[src/rtl/dp_sequencer.sv]
// dp_sequencer: four-phase instruction sequencer for a register-bank datapath.
//
// Each accepted instruction walks IDLE -> DECODE -> EXECUTE -> WRITEBACK -> IDLE.
// The decoded control fields are driven from the instruction register, so they
// change when an instruction is accepted and otherwise hold their values.
//
// Ports
//   clk           in   sole clock, rising edge
//   reset         in   synchronous, active-high reset
//   instr[15:0]   in   instruction word {op_hi, Rdest, op_ext/imm_hi, Rsrc/imm_lo}
//   instr_valid   in   instr is presented
//   instr_ready   out  instruction accepted this cycle when valid
//   halt          in   blocks acceptance of new instructions
//   Flags_in[4:0] in   ALU flags from the datapath
//   wEnable[15:0] out  one-hot register-bank write enable (WRITEBACK only)
//   opcode[7:0]   out  ALU opcode
//   Rdest_select  out  destination register select
//   Rsrc_select   out  source register select
//   Imm_select    out  1 routes Imm_in into the ALU source
//   Imm_in[15:0]  out  sign-extended immediate
//   flags_q[4:0]  out  flags latched at the end of WRITEBACK
//   done          out  one-cycle retirement pulse (WRITEBACK)
//   retire_cnt    out  retired-instruction counter, wraps
//                      (only with DP_SEQUENCER_RETIRE_CNT_EN defined)
//
// Optional feature macro: DP_SEQUENCER_RETIRE_CNT_EN

module dp_sequencer (
   input  logic        clk,
   input  logic        reset,
   input  logic [15:0] instr,
   input  logic        instr_valid,
   output logic        instr_ready,
   input  logic        halt,
   input  logic [4:0]  Flags_in,
   output logic [15:0] wEnable,
   output logic [7:0]  opcode,
   output logic [3:0]  Rdest_select,
   output logic [3:0]  Rsrc_select,
   output logic        Imm_select,
   output logic [15:0] Imm_in,
   output logic [4:0]  flags_q,
   output logic        done
`ifdef DP_SEQUENCER_RETIRE_CNT_EN
   ,
   output logic [15:0] retire_cnt
`endif
);

   // state     | meaning
   // IDLE      | waiting for instr_valid while not halted
   // DECODE    | control fields valid from the latched instruction
   // EXECUTE   | datapath computes
   // WRITEBACK | write enable and done asserted, flags captured at exit
   localparam logic [1:0] S_IDLE      = 2'd0;
   localparam logic [1:0] S_DECODE    = 2'd1;
   localparam logic [1:0] S_EXECUTE   = 2'd2;
   localparam logic [1:0] S_WRITEBACK = 2'd3;

   logic [1:0]  r_state;
   logic [15:0] r_ir;
   logic [4:0]  r_flags;

   logic        w_accept;
   logic        w_imm_form;
   logic        w_is_cmp;
   logic        w_wb;
   logic [7:0]  w_opcode;

   assign instr_ready = (r_state == S_IDLE) && !halt;
   assign w_accept    = instr_valid && instr_ready;
   assign w_wb        = (r_state == S_WRITEBACK);

   always_ff @(posedge clk) begin
      if (reset) begin
         r_state <= S_IDLE;
         r_ir    <= 16'h0000;
         r_flags <= 5'b00000;
      end else begin
         case (r_state)
            S_IDLE: begin
               if (w_accept) begin
                  r_ir    <= instr;
                  r_state <= S_DECODE;
               end
            end
            S_DECODE:    r_state <= S_EXECUTE;
            S_EXECUTE:   r_state <= S_WRITEBACK;
            S_WRITEBACK: begin
               r_flags <= Flags_in;
               r_state <= S_IDLE;
            end
            default:     r_state <= S_IDLE;
         endcase
      end
   end

   // Decode straight from IR: a cleared IR decodes to all-zero controls,
   // and the fields naturally hold while IDLE.
   assign w_imm_form = (r_ir[15:12] != 4'h0);
   assign w_opcode   = w_imm_form ? {r_ir[15:12], 4'h0} : {4'h0, r_ir[7:4]};
   assign w_is_cmp   = (w_opcode == 8'h0B) || (w_opcode == 8'hB0);

   assign opcode       = w_opcode;
   assign Rdest_select = r_ir[11:8];
   assign Rsrc_select  = w_imm_form ? 4'h0 : r_ir[3:0];
   assign Imm_select   = w_imm_form;
   assign Imm_in       = w_imm_form ? {{8{r_ir[7]}}, r_ir[7:0]} : 16'h0000;

   assign wEnable = (w_wb && !w_is_cmp) ? (16'h0001 << r_ir[11:8]) : 16'h0000;
   assign done    = w_wb;
   assign flags_q = r_flags;

`ifdef DP_SEQUENCER_RETIRE_CNT_EN
   logic [15:0] r_retire_cnt;

   always_ff @(posedge clk) begin
      if (reset) begin
         r_retire_cnt <= 16'h0000;
      end else if (w_wb) begin
         r_retire_cnt <= r_retire_cnt + 16'h0001;
      end
   end

   assign retire_cnt = r_retire_cnt;
`endif

endmodule
[config.mk]
export PLATFORM = sky130hd
export DESIGN_NAME = dp_sequencer
export DESIGN_NICKNAME = d
export VERILOG_FILES = /design/src/rtl/dp_sequencer.sv
export SDC_FILE = /design/constraint.sdc
export NUM_CORES = 1
export LEC_CHECK = 0
export BUFFER_PORTS_ARGS = -buffer_cell sky130_fd_sc_hd__buf_2
export CAP_MARGIN = 20
export CORE_AREA = 2 2 62 64
export DETAILED_ROUTE_END_ITERATION = 10
export DIE_AREA = 0 0 64 66
export HOLD_SLACK_MARGIN = 0.02
export PLACE_DENSITY = 0.81
export SLEW_MARGIN = 10
export SYNTH_ARGS = -nofsm -noshare
export SYNTH_HDL_FRONTEND = slang
export SYNTH_SLANG_ARGS = --single-unit
[constraint.sdc]
create_clock -name clk -period 1.4 [get_ports clk]
set_input_delay 0.21 -clock clk [delete_from_list [all_inputs] [get_ports clk]]
set_output_delay 0.21 -clock clk [all_outputs]
set_load 0.05 [all_outputs]
==> impl_metrics.tcl, run 1 <==
set metrics [dict create \
    syn_nets 195 \
    yosys-top-cells-count "33 x nand2_1, 23 x dfxtp_1, 20 x nor2_1" \
    yosysMostFrequentCell "nand2_1" \
    route.detailed.drc 0 \
    cp_cell_sequence "nor4_4 > inv_4 > o2111ai_4 > buf_12 > nor2_4 > buf_6" \
    finalSetupViolations 61 \
    wire_per_inst_um 14.4 \
    max_freq_mhz 501 \
    p_sw_share_pct 44.1 \
    gr-usage-met3_pct 3.75 \
    slowest_delay_ns 0.39 \
    finalSetupTns_ns -26.15 \
    fp-row-count 22 \
    met2_usage_pct 38.3 \
    grt_max_degree 24 \
    via_per_inst 4.68 \
    r2r_cells 11 \
    synth_ff_type "dfxtp_1" \
    setup_ws_ns -0.596 \
    path_class "flip-flop to output port" \
    cts_tree "yes" \
    r2r-end "r_ir[10]$_SDFFE_PP0P_" \
    power.density_mw_per_mm2 1160 \
    antenna_found_initial 0 \
    power.internal_mw 1.79 \
    port_buffers 80 \
    clkSinkCount 23 \
    syn_area_mm2 0.00130 \
    r2r_setup_slack_ns -0.33 \
    outcome "complete, but fails checks" \
    nNetsFinal 297 \
    grt_pass1_wl_mm 6.93 \
    clkTransAtPathRegs_ns 0.14 \
    grt_pass1_vias 1487 \
    use_met1_pct 25.8 \
    crit_slowest_cell "dfxtp_4" \
    post_synth_num_cell_types 28 \
    groute.usage.overall_pct 21.3 \
    cp-start-kind "flip-flop" \
    yosys-top-cells-area "dfxtp_1 35%, nand2_1 9.5%, and2_2 9.2%, buf_4 6.9%, a21oi_1 6.5%" \
    cts_hold_repair.buffers 0 \
    synth-edff-count 0 \
    clkLatencyLatePin_ns 0.33 \
    power_mw 3.21 \
    die-area_mm2 0.00422 \
    h-tree-depth 1 \
    period_needed_ns 2.00 \
    crit_arrival_ns 1.79 \
    share_seq_of_total_power_pct 26.4 \
    root_buffer "clkbuf_4" \
    whs_ns 0.0852 \
    yosysSeqAreaShare_pct 35.4 \
    finalCritPeriodShare_pct 143 \
    report.final.slew_viol_count 0 \
    end_kind "output port" \
    postLayoutCoreUtil_pct 77.8 \
    peakVddDrop_mv 0.758 \
    num_vias 1479 \
    endpoint "wEnable[8]" \
    core-area_mm2 0.00355 \
    crit_start "r_ir[15]$_SDFFE_PP0P_" \
    synth_area_leader_cell "dfxtp_1" \
    area_delta_synth_final_pct 112 \
    r2r_start "r_state[0]$_SDFFE_PP0P_" \
    max_slew_margin_pct 66.2 \
    detail-route-antenna-nets 0 \
    finalWirelength_mm 4.55 \
    clkPwrFrac_pct 10.5 \
    synthCells 167 \
    die_h_um 66 \
    p_leak_nw 1.17 \
    switchingPower_mw 1.42 \
    skew_ns 0.00310 \
    max-cap-violations 0 \
    combPwrFrac_pct 63.2 \
    tightest_slew_ns 0.506 \
    yosys.area.top_type_share_pct 35.4 \
    cts_buffer_depth 2 \
    post-place-ws_ns -0.276 \
    grt_setup_unrepaired "yes" \
    ys_seq_elements 23 \
    start_util_pct 36.6 \
    finalHoldViolations 0 \
    dr.first_iter.drc_count 37 \
    synth_area_per_cell_um2 7.78 \
    ys_warn_count 0 \
    drive_above_1_share_pct 74.6 \
    die_w_um 64 \
    violations "setup timing" \
    cp_max_fo 5 \
    synthArstFlopShare_pct 0 \
    drt_pass1_iterations 4 \
    fill_cells 215 \
    dp_hpwl_mm 2.78 \
    num_antenna_cells 0 \
    globalRouteOverflowTotal 0 \
    min-delay-path-class "primary input to flip-flop" \
    cts_buffers 3 \
    critPathRequiredTime_ns 1.19 \
    busiest_layer "met2" \
    ios 81 \
    gp_congestion 0.732 \
]
power groups by stage:
stage	clock [mW]	combinational, mW	sequential [mW]
floorplan	0	0.965	0.874
global placement	0	1.26	0.831
detailed placement	0	1.29	0.836
CTS	0.343	1.79	0.827
global route	0.364	2.14	0.855
finish	0.337	2.03	0.846
registers in the layout, indices dropped and copies added (netlist names):
signal / cells
r_ir: 16
flags_q: 5
r_state: 2
critical path, delay by kind of cell, from the launching register on:
family                 cells  cell delay [ns]
buffers and inverters      3             0.45
DFF                        1             0.39
AOI/OAI and AO/OA          1             0.23
and+or+nand+nor            2             0.39
cells by family (layout without fill, tap and decap cells):
logic type	Yosys count	in the layout	synth area share, %
AND/OR/NAND/NOR	84	84	33.2
AO/OA/AOI/OAI	23	23	11.6
buffers and inverters	29	130	13.1
flip-flops	23	23	35.4
multiplexers	5	5	3.85
adder cells (fa/ha/maj)	3	3	2.89
worst min path at each step:
stage / startpoint / slack (ns) / cells after the start / endpoint
2_1_floorplan: reset / 0.28 / 1 / r_state[0]$_SDFFE_PP0P_
3_3_place_gp: Flags_in[4] / 0.44 / 3 / flags_q[4]$_SDFFE_PP0P_
3_5_place_dp: instr[14] / 0.45 / 3 / r_ir[14]$_SDFFE_PP0P_
4_1_cts: instr[15] / 0.09 / 3 / r_ir[15]$_SDFFE_PP0P_
5_1_grt: Flags_in[3] / 0.1 / 3 / flags_q[3]$_SDFFE_PP0P_
6_report: instr[15] / 0.09 / 3 / r_ir[15]$_SDFFE_PP0P_
through the flow:
stage | instance area (µm²) | std cells
4_1_cts | 2580 | 312
3_3_place_gp | 2090 | 296
5_1_grt | 2760 | 316
6_report | 2760 | 316
2_1_floorplan | 1600 | 167
3_5_place_dp | 2090 | 296
cells in the final DEF, fill, tap and decap left out, drive strengths merged:
cell type  count
clkinvlp       1
inv            5
a21oi         17
mux2i          5
clkbuf         5
nand2         33
nand4b         2
and3b          1
buf          119
nor3           4
and2          17
o2111ai        4
nor2          20
ha             3
dfxtp         23
nand2b         2
nor4           1
o21ai          1
nand3b         1
or3            1
nor2b          2
a211oi         1
per-layer routing:
metal | vias to the layer above | wire, µm
li1 | 736 | -
met1 | 680 | 1870
met2 | 55 | 2360
met3 | 8 | 242
met4 | 0 | 83
met5 | - | 0
timing repair:
action | 4_1_cts | 5_1_grt
cloned | 2 | 0
gates resized for setup | 116 | 49
pin swaps | 24 | 12
setup buffers | 10 | 10
setup endpoints to repair | 48 | 66
cell type report:
cell class	count	area [µm²]	share of cell area (%)
clock buffers	3	22.5	0.816
clock inverters	1	7.51	0.272
inverters	5	28.8	1.04
multi-input cells	115	1000	36.4
flip-flops and latches	23	475	17.2
well taps	48	60.1	2.17
repair buffers	121	1160	42.1
(Power assumes the default switching activity.)
==> run 2, diff against run 1 <==
--- a/config.mk
+++ b/config.mk
@@ -10,9 +10,10 @@
 export CORE_AREA = 2 2 62 64
 export DETAILED_ROUTE_END_ITERATION = 10
 export DIE_AREA = 0 0 64 66
+export GPL_TIMING_DRIVEN = 0
 export HOLD_SLACK_MARGIN = 0.02
-export PLACE_DENSITY = 0.81
-export SLEW_MARGIN = 10
+export PLACE_DENSITY_LB_ADDON = 0.25
+export SLEW_MARGIN = 20
 export SYNTH_ARGS = -nofsm -noshare
 export SYNTH_HDL_FRONTEND = slang
 export SYNTH_SLANG_ARGS = --single-unit
==> impl_metrics.tcl, run 2 (same netlist as run 1, synthesis figures left out) <==
set metrics [dict create \
    finalSetupTns_ns -22.11 \
    placed_area_mm2 0.00206 \
    grt_pass1_vias 1485 \
    violations "setup timing" \
    r2r_start "r_state[1]$_SDFFE_PP0P_" \
    r2r_setup_slack_ns -0.09 \
    dr.first_iter.drc_count 58 \
    finalCritPeriodShare_pct 148 \
    antenna_found_initial 0 \
    largest_reg_flops 16 \
    fp-row-count 22 \
    globalRouteOverflowTotal 0 \
    crit_start "r_ir[12]$_SDFFE_PP0P_" \
    clkSinkCount 23 \
    max_slew_margin_pct 58.8 \
    nNetsFinal 302 \
    outcome "complete, but fails checks" \
    tightest_slew_ns 0.619 \
    regMostFlops "r_ir" \
    clkLatencyLatePin_ns 0.32 \
    crit_arrival_ns 1.86 \
    via_per_inst 4.85 \
    hold_start "reset" \
    h-tree-depth 1 \
    die-area_mm2 0.00422 \
    dp_hpwl_mm 2.70 \
    grt_max_degree 14 \
    drt_pass1_iterations 5 \
    power.density_mw_per_mm2 1090 \
    start_util_pct 36.6 \
    finalWirelength_mm 5.02 \
    cts_buffers 3 \
    port_buffers 80 \
    path_class "flip-flop to output port" \
    min-delay-path-class "primary input to flip-flop" \
    core-area_mm2 0.00355 \
    drive_above_1_share_pct 74.7 \
    period_needed_ns 2.07 \
    report.final.slew_viol_count 0 \
    grt_pass1_wl_mm 6.70 \
    setup_ws_ns -0.669 \
    fill_cells 201 \
    ios 81 \
    fin_area_mm2 0.00281 \
    end_kind "output port" \
    gp_congestion 0.729 \
    num_antenna_cells 0 \
    route.detailed.drc 0 \
    groute.usage.overall_pct 20.1 \
    max-cap-violations 0 \
    wire_per_inst_um 15.6 \
    critPathRequiredTime_ns 1.19 \
    clkTransAtPathRegs_ns 0.14 \
    num_vias 1556 \
    root_buffer "clkbuf_4" \
    finalHoldViolations 0 \
    whs_ns 0.0974 \
    p_leak_nw 1.18 \
    cts_buffer_depth 2 \
    area_delta_synth_final_pct 116 \
    grt_setup_unrepaired "yes" \
    finalSetupViolations 55 \
    die_h_um 66 \
    max_freq_mhz 483 \
    detail-route-antenna-nets 0 \
    cts_tree "yes" \
    peakVddDrop_mv 0.944 \
    skew_ns 0.0135 \
    layout_common_cells "38 x buf_2, 36 x buf_6, 27 x buf_8" \
    cp_max_fo 4 \
    final_common_cell "buf_2" \
    cp-start-kind "flip-flop" \
    die_w_um 64 \
]
## run 2: cell count changes in the layout (fill, tap and decap cells not counted), sizes merged
| cell | before | now |
|---|---|---|
| clkbuf | 5 | 8 |
| and2 | 17 | 18 |
| dlygate4sd2 | 0 | 1 |
| clkinvlp | 1 | 0 |
| clkinv | 0 | 1 |
## run 2: final timing paths
check                              end  cells past startpoint
setup / recovery            wEnable[9]                      7
hold / removal    r_ir[1]$_SDFFE_PP0P_                      2
setup reg to reg  r_ir[6]$_SDFFE_PP0P_                      8
hold reg to reg   r_ir[1]$_SDFFE_PP0P_                      2
## run 2: layer usage
layer / share of wire, % / wire length (µm) / global-route usage [%] / up-vias
met4: 1.1 / 53 / 6.52 / 0
met1: 40 / 2020 / 22.5 / 747
met5: 0 / 0 / 0 / -
met3: 5.2 / 263 / 3.75 / 6
met2: 53 / 2680 / 38.2 / 57
li1: - / - / - / 746
## run 2: per-stage QoR
| step | power (mW) | setup WS, ns | util [%] | cells |
|---|---|---|---|---|
| final | 3.06 | -0.669 | 79.0 | 321 |
| after global routing | 3.20 | -0.754 | 79.0 | 321 |
| after CTS | 2.85 | -0.638 | 74.8 | 319 |
| after detailed placement | 2.08 | -0.706 | 58.0 | 295 |
| after global placement | 2.06 | -0.672 | 58.0 | 295 |
| after floorplan | 1.84 | -0.466 | - | 167 |
## run 2: area by class of cell
type / count / area (µm²) / area share, %
well taps: 48 / 60.1 / 2.14
clock inverters: 1 / 5.00 / 0.178
clock buffers: 3 / 22.5 / 0.802
repair buffers: 102 / 973 / 34.7
inverters: 5 / 21.3 / 0.758
plain buffers: 23 / 240 / 8.56
flip-flops and latches: 23 / 479 / 17.1
multi-input cells: 116 / 1000 / 35.8
## run 2: repair_timing
item,CTS,global route
buffers inserted,19,2
hold buffers,0,0
gates resized for setup,129,42
gates cloned,2,0
hold endpoints to repair,0,0
pin swaps,12,15
endpoints found under the setup margin,55,62
## run 2: power breakdown
group	leakage (nW)	internal, mW	switching, mW
Combinational	0.967	0.837	1.03
Sequential	0.192	0.751	0.113
Clock	0.0177	0.107	0.215
## run 2: worst max-delay path, stage by stage (launching register included)
cell,delay (ns)
dfxtp_4,0.37
nor4_4,0.32
inv_2,0.11
buf_6,0.13
o2111ai_4,0.22
buf_6,0.18
nor2_4,0.04
buf_6,0.16
==> run 3, diff against run 2 <==
--- a/config.mk
+++ b/config.mk
@@ -7,11 +7,14 @@
 export LEC_CHECK = 0
 export BUFFER_PORTS_ARGS = -buffer_cell sky130_fd_sc_hd__buf_2
 export CAP_MARGIN = 20
-export CORE_AREA = 2 2 62 64
+export CELL_PAD_IN_SITES_DETAIL_PLACEMENT = 0
+export CELL_PAD_IN_SITES_GLOBAL_PLACEMENT = 1
+export CORE_AREA = 2 2 74 76
 export DETAILED_ROUTE_END_ITERATION = 10
-export DIE_AREA = 0 0 64 66
+export DIE_AREA = 0 0 76 78
 export GPL_TIMING_DRIVEN = 0
 export HOLD_SLACK_MARGIN = 0.02
+export MAX_ROUTING_LAYER = met4
 export PLACE_DENSITY_LB_ADDON = 0.25
 export SLEW_MARGIN = 20
 export SYNTH_ARGS = -nofsm -noshare
==> impl_metrics.tcl, run 3 (same netlist as run 1, synthesis figures left out) <==
set metrics [dict create \
    root_buffer "clkbuf_8" \
    switchingPower_mw 1.38 \
    share_seq_of_total_power_pct 27.1 \
    cts_buffers 3 \
    die_h_um 78 \
    clkTransAtPathRegs_ns 0.08 \
    power.internal_mw 1.87 \
    cp_max_fo 4 \
    clkPwrFrac_pct 12.8 \
    layout_common_cells "37 x buf_2, 34 x buf_6, 27 x buf_8" \
    antenna_found_initial 0 \
    whs_ns 0.167 \
    placed_area_mm2 0.00209 \
    finalWirelength_mm 4.42 \
    final_common_cell "buf_2" \
    largest_reg_flops 16 \
    fin_area_mm2 0.00298 \
    place_inst 317 \
    crit_arrival_ns 1.75 \
    peakVddDrop_mv 0.698 \
    max_slew_margin_pct 49.2 \
    finalCritPeriodShare_pct 140 \
    drive_above_1_share_pct 76.5 \
    critPathRequiredTime_ns 1.19 \
    cts_tree "yes" \
    cp-start-kind "flip-flop" \
    core-area_mm2 0.00504 \
    nNetsFinal 306 \
    regMostFlops "r_ir" \
    tightest_slew_ns 0.762 \
    power_mw 3.25 \
    max_freq_mhz 511 \
    dp_hpwl_mm 2.86 \
    violations "setup timing" \
    setup_ws_ns -0.556 \
    wire_per_inst_um 12.7 \
    period_needed_ns 1.96 \
    finalHoldViolations 0 \
    clkLatencyLatePin_ns 0.26 \
    via_per_inst 4.28 \
    combPwrFrac_pct 60.1 \
    ios 81 \
    grt_max_degree 14 \
    detail-route-antenna-nets 0 \
    clkSinkCount 23 \
    path_class "flip-flop to output port" \
    gp_congestion 0.673 \
    fp-row-count 26 \
    die_w_um 76 \
    globalRouteOverflowTotal 0 \
    grt_pass1_wl_mm 7.03 \
    max-cap-violations 0 \
    crit_slowest_cell "dfxtp_4" \
    p_sw_share_pct 42.5 \
    cts_buffer_depth 2 \
    h-tree-depth 1 \
    outcome "complete, but fails checks" \
    layout.cells.non_filler 347 \
    report.final.slew_viol_count 0 \
    start_util_pct 25.8 \
    finalSetupViolations 56 \
    dr.first_iter.drc_count 8 \
    area_delta_synth_final_pct 129 \
    port_buffers 80 \
    p_leak_nw 1.24 \
    cp_cell_sequence "nor4_4 > inv_2 > buf_4 > o2111ai_4 > buf_12 > nor3_4 > buf_6" \
    route.detailed.drc 0 \
    power.density_mw_per_mm2 1090 \
    num_vias 1485 \
    skew_ns 0.00314 \
    min-delay-path-class "primary input to flip-flop" \
    die-area_mm2 0.00593 \
    slowest_delay_ns 0.36 \
    end_kind "output port" \
    num_antenna_cells 0 \
    drt_pass1_iterations 4 \
    grt_pass1_vias 1465 \
    groute.usage.overall_pct 14.8 \
    grt_setup_unrepaired "yes" \
]
==> run 3: cell type report <==
| class | instances | area, µm² |
|---|---|---|
| Fill cell | 455 | 2070 |
| Clock buffer | 3 | 41.3 |
| Inverter | 5 | 21.3 |
| Timing Repair Buffer | 107 | 1040 |
| Multi-Input combinational cell | 116 | 1070 |
| Clock inverter | 1 | 5.00 |
| Buffer | 22 | 230 |
| Sequential cell | 23 | 477 |
| Tap cell | 70 | 87.6 |
==> run 3: critical path, delay by kind of cell (launching register included) <==
family,cells,cell delay [ns]
buf+inv,4,0.58
compound gates,1,0.20
simple gates,2,0.34
flops,1,0.36
==> run 3: metrics by stage <==
| stage | TNS [ns] | worst slack (ns) | util [%] |
|---|---|---|---|
| 3_5_place_dp | -20.46 | -0.678 | 41.4 |
| 5_1_grt | -23.95 | -0.648 | 59.0 |
| 6_report | -19.68 | -0.556 | 59.0 |
| 4_1_cts | -17.69 | -0.562 | 52.8 |
| 3_3_place_gp | -20.56 | -0.668 | 41.4 |
| 2_1_floorplan | -7.80 | -0.466 | - |
==> run 3: per-layer routing <==
| layer | vias to the layer above | GRT usage (%) | routed length [µm] |
|---|---|---|---|
| met5 | - | - | 0 |
| met4 | 0 | 1.64 | 15 |
| met3 | 2 | 3.49 | 203 |
| met2 | 50 | 27.9 | 2460 |
| met1 | 679 | 16.3 | 1740 |
| li1 | 754 | - | - |
==> run 3: final timing paths <==
kind | start | end | slack (ns) | cells past startpoint
worst max register to register | r_state[1]$_SDFFE_PP0P_ | r_ir[10]$_SDFFE_PP0P_ | -0.08 | 8
worst min-delay path | reset | r_ir[1]$_SDFFE_PP0P_ | 0.17 | 2
worst min register to register | r_ir[3]$_SDFFE_PP0P_ | r_ir[3]$_SDFFE_PP0P_ | 0.49 | 2
worst max-delay path | r_ir[15]$_SDFFE_PP0P_ | wEnable[0] | -0.56 | 7
==> run 3: what timing repair did <==
action                                 4_1_cts  5_1_grt
hold buffers                                 0        0
setup buffers                               17        9
cloned                                       1        1
endpoints found under the hold margin        0        0
gates resized for setup                    121       65
setup endpoints to repair                   54       61
pin swaps                                   15       29
==> run 3: power groups by stage <==
| stage | Clock (mW) | Sequential, mW | Combinational, mW |
|---|---|---|---|
| after floorplan | 0 | 0.874 | 0.965 |
| after global placement | 0 | 0.859 | 1.22 |
| after detailed placement | 0 | 0.861 | 1.23 |
| after CTS | 0.432 | 0.848 | 1.63 |
| after global routing | 0.462 | 0.895 | 2.08 |
| final | 0.415 | 0.881 | 1.95 |
